`src/rtl/fifo_sync_param.sv`:
```
// Parametrised single-clock FIFO with runtime almost-full/almost-empty thresholds,
// fill level, sticky overflow/underflow flags and an optional first-word-fall-through read port.
module fifo_sync_param #(
    parameter int unsigned DATA_W = 128,
    parameter int unsigned DEPTH  = 16,
    parameter int unsigned FWFT   = 0,
    parameter int unsigned AW     = $clog2(DEPTH)
) (
    input  logic              clk,
    input  logic              reset,
    input  logic              i_wren,
    input  logic [DATA_W-1:0] i_wrdata,
    input  logic              i_rden,
    input  logic [AW:0]       i_alm_full_th,
    input  logic [AW:0]       i_alm_empty_th,
    input  logic              i_clr_err,
    output logic [DATA_W-1:0] o_rddata,
    output logic              o_rdvalid,
    output logic              o_full,
    output logic              o_alm_full,
    output logic              o_empty,
    output logic              o_alm_empty,
    output logic [AW:0]       o_count,
    output logic              o_overflow,
    output logic              o_underflow
);

    localparam int unsigned CW = AW + 1;

    logic [DATA_W-1:0] mem [DEPTH];
    logic [AW-1:0]     wr_ptr;
    logic [AW-1:0]     rd_ptr;
    logic [CW-1:0]     count;
    logic              rd_ok;
    logic              wr_ok;

    // A write into a full FIFO is accepted only when the same cycle pops a word.
    assign rd_ok = i_rden & ~o_empty;
    assign wr_ok = i_wren & (~o_full | rd_ok);

    assign o_count     = count;
    assign o_full      = (count == CW'(DEPTH));
    assign o_empty     = (count == '0);
    assign o_alm_full  = (count >= i_alm_full_th);
    assign o_alm_empty = (count <= i_alm_empty_th);

    always_ff @(posedge clk or negedge reset) begin
        if (!reset) begin
            wr_ptr <= '0;
            rd_ptr <= '0;
            count  <= '0;
        end else begin
            if (wr_ok) wr_ptr <= wr_ptr + AW'(1);
            if (rd_ok) rd_ptr <= rd_ptr + AW'(1);
            count <= count + CW'(wr_ok) - CW'(rd_ok);
        end
    end

    // Storage is deliberately left unreset.
    always_ff @(posedge clk) begin
        if (wr_ok) mem[wr_ptr] <= i_wrdata;
    end

    // Sticky error flags; a new error event wins over a clear in the same cycle.
    always_ff @(posedge clk or negedge reset) begin
        if (!reset) begin
            o_overflow  <= 1'b0;
            o_underflow <= 1'b0;
        end else begin
            if (i_wren & o_full & ~rd_ok) o_overflow <= 1'b1;
            else if (i_clr_err)           o_overflow <= 1'b0;
            if (i_rden & o_empty)         o_underflow <= 1'b1;
            else if (i_clr_err)           o_underflow <= 1'b0;
        end
    end

    generate
        if (FWFT == 0) begin : g_reg_read
            logic [DATA_W-1:0] rddata_q;
            logic              rdvalid_q;

            always_ff @(posedge clk or negedge reset) begin
                if (!reset) begin
                    rddata_q  <= '0;
                    rdvalid_q <= 1'b0;
                end else begin
                    rdvalid_q <= rd_ok;
                    if (rd_ok) rddata_q <= mem[rd_ptr];
                end
            end

            assign o_rddata  = rddata_q;
            assign o_rdvalid = rdvalid_q;
        end else begin : g_fwft_read
            // Head word is presented directly; zero while empty so reset shows 0.
            assign o_rddata  = o_empty ? '0 : mem[rd_ptr];
            assign o_rdvalid = ~o_empty;
        end
    endgenerate

endmodule

```
`config.mk`:
```
export PLATFORM = sky130hd
export DESIGN_NAME = fifo_sync_param
export DESIGN_NICKNAME = d
export VERILOG_FILES = /design/src/rtl/fifo_sync_param.sv
export SDC_FILE = /design/constraint.sdc
export NUM_CORES = 2
export LEC_CHECK = 0
export CORE_MARGIN = 2
export CORE_UTILIZATION = 35
export CTS_CLUSTER_SIZE = 40
export DETAILED_ROUTE_END_ITERATION = 8
export PLACE_DENSITY = 0.55
export RECOVER_POWER = 100
export SLEW_MARGIN = 20
export SYNTH_ARGS = -nofsm -noshare
export SYNTH_HDL_FRONTEND = slang
export SYNTH_SLANG_ARGS = --single-unit
export TNS_END_PERCENT = 1
```
`constraint.sdc`:
```
create_clock -name clk -period 15.3 [get_ports clk]
set_input_delay 3.06 -clock clk [delete_from_list [all_inputs] [get_ports clk]]
set_output_delay 3.06 -clock clk [all_outputs]
set_load 0.02 [all_outputs]
```
==> reports/results.ini <==
[outcome]
status = finished, violations left
violations = max-capacitance violations, max-slew violations

[floorplan]
die_width_um = 489
fp.coreArea_um2 = 233000
die_area_um2 = 239000
ioPinCount = 283
die_y_um = 489
initial_core_util_pct = 35.3
row_count = 177

[sta]
rsz0062_at_grt = no
worstMarginPinSlew_ns = 9.01
final.period_utilization_pct = 71.7
drv_slew = 2014
hold_viol_final = 0
clock-skew-final_ns = 0.0553
setup_slack_ns = 4.33
slew_headroom_pct = -500
finalSetupViolations = 0
max_freq_mhz = 91.1
min_period_ns = 10.97
tns_ns = 0

[worst_setup_path]
cp_max_fo = 95
cp.required_ns = 15.47
worst_path_max_delay_cell = clkbuf_1
critPathLaunchType = input port
worstSetupEndpointType = register
cp_cell_sequence = dlygate4sd3_1 -> nor2b_1 -> nor2b_1 -> clkbuf_1 -> nand2_1 -> nor2_1 -> clkbuf_1
crit_type = in -> reg
cp.arrival_ns = 11.14
max_stage_delay_ns = 6.24

[route]
drt-total-wl_um = 202000
firstDrtPassIters = 5
routedWlPerCell_um = 27.8
drt_iter0_markers = 3390
postRouteAntennaNets = 0
drt-vias-per-instance = 5.29
vias = 38300
drc_errors = 0

[placement]
dp_hpwl_um = 103000
dp_slack_ns = 6.97
gp_congestion = 0.728
port_buffers = 282
dpl_cell_area_um2 = 88800

[logic_synthesis]
synth_top_cell_by_area = edfxtp_1
synth-xor-area-share_pct = 0.106
ys_ff_latch = 2192
synth_most_common_cell = edfxtp_1
syn-num-nets = 3695
synth-simple-area-share_pct = 0.468
async_reset_ff_share_pct = 6.57
synth_compound_area_share_pct = 2.49
synth_cell_type_count = 34
synth_fa_ha_area_share_pct = 0.328
ys_top_cells_by_area = edfxtp_1, mux4_2, dfrtp_1
yosys_warnings = 0
synthMuxAreaShare_pct = 16.1
avgSynthCellArea_um2 = 23.3
synth_edf_count = 2048
synthCells = 3531
synth_ff_type = edfxtp_1
yosysTopAreaCellShare_pct = 74.8
synth_common_cells = edfxtp_1, mux4_2, o22ai_1, dfrtp_1, a21oi_1
yosysSeqAreaShare_pct = 79.1
synthesis.area_um2 = 82300
synth_top_family_by_area = multiplexers

[power_and_ir_drop]
ir_worst_vdd_mv = 0.129
power_density_nw_per_um2 = 187
cellLeakagePower_nw = 29.9

[clock_tree]
cts_sinks = 2192
post-cts-setup-buffer-count = 0
clock_latency_ns = 0.85
cts_buffer_depth = 3
cts_hold_buf = 0
cts_resized = 0
cts_buffers = 219
clockRootBuffer = clkbuf_16
htree_levels = 4
cts.clk_slew.worst_paths_ns = 0.06
cts_tree = yes

[grt]
grt_pass1_vias = 39700
grt_pass1_wl_um = 290000
overflow = 0
grt_usage_pct = 16.8
grt_max_degree = 116
antenna_found_initial = 50

[run]
maxCapViolCount = 48

[finish]
fill_cells = 20300
stdcell_area_um2 = 95800
drive_gt1_share_pct = 23.4
nets = 4072
syn_to_final_growth_pct = 16.4

[worst_hold_path]
hold_class = reg -> reg

[area by class of cell]
class                           instances  area (um^2)  area share (%)
Tap cell                             3132         3920            4.09
Clock buffer                          293         5970            6.24
Clock inverter                        121         1300            1.36
Inverter                               17         65.1          0.0679
Timing Repair Buffer                  356         3290            3.43
Antenna cell                           15         37.5          0.0392
Sequential cell                      2192        65100            68.0
Multi-Input combinational cell       1122        16100            16.8
[worst max-delay path: cells and delay by family]
kind / cells / cell delay (ns)
buffers and inverters: 3 / 7.28
and+or+nand+nor: 4 / 0.63
[kinds of logic after synthesis]
group,Yosys count
flip-flops,2192
multiplexers,671
AO/OA/AOI/OAI,335
buffers and inverters,217
AND/OR/NAND/NOR,85
adder cells (fa/ha/maj),21
XOR/XNOR,10
[sequential cells by signal, summed over array words and instances (netlist names)]
name,flops
o_overflow,1
o_rdvalid,1
o_underflow,1
o_rddata,128
wr_ptr,4
rd_ptr,4
o_count,5
mem,2048
[stage by stage]
| step | std cells | total power, mW | util, % | hold WS [ns] |
|---|---|---|---|---|
| finish | 7248 | 17.9 | 41.1 | 0.496 |
| global route | 7236 | 18.7 | 41.1 | 0.542 |
| CTS | 7233 | 18.2 | 41.2 | 0.515 |
| detailed placement | 6819 | 12.8 | 38.1 | 0.494 |
| global placement | 6818 | 12.8 | 38.1 | 0.477 |
| floorplan | 3531 | 11.1 | - | 0.543 |
[placed cells by master, fill, tap and decap left out, types with 15 or more instances in the layout]
cell type      netlist  layout
a21oi_1            101     101
buf_4               32      24
bufinv_16            0      25
clkbuf_1            82     102
clkbuf_16            0     224
clkinv_1             0      47
clkinv_2             0      33
dfrtp_1            144     140
diode_2              0      15
dlygate4sd3_1        0     269
edfxtp_1          2048    2048
ha_1                20      20
inv_1               16      16
mux2_2              97      97
mux2i_1             62      62
mux4_2             512     512
nand2_1             47      47
o221ai_1            31      31
o22ai_1            195     195
[worst paths after layout]
check	endpoint	depth (start not counted)	slack, ns	start
worst max-delay path	mem[9][114]	7	4.33	i_rden
worst max register to register	mem[9][114]	9	6.12	o_count[2]
worst min-delay path	o_rddata[22]	2	0.50	o_rddata[22]
max in group asynchronous	rd_ptr[0]	3	4.96	reset
worst min register to register	o_rddata[22]	2	0.50	o_rddata[22]
min in group asynchronous	o_rddata[121]	1	3.01	reset
[routing by layer]
metal  vias up  GRT usage (%)  wire [um]
li1      15900              -          -
met5         -              0        231
met1     21000           23.5      88700
met2      1118           27.1      97100
met4        34           3.89       3780
met3       299           3.31      11700
[report_power, final]
part | switching, mW | internal (mW) | total, mW
combinational | 2.61 | 2.13 | 4.73
sequential | 0.392 | 7.38 | 7.78
clock | 2.26 | 3.16 | 5.42
total | 5.26 | 12.7 | 17.9
No activity file was read; power rests on OpenSTA's default activity.
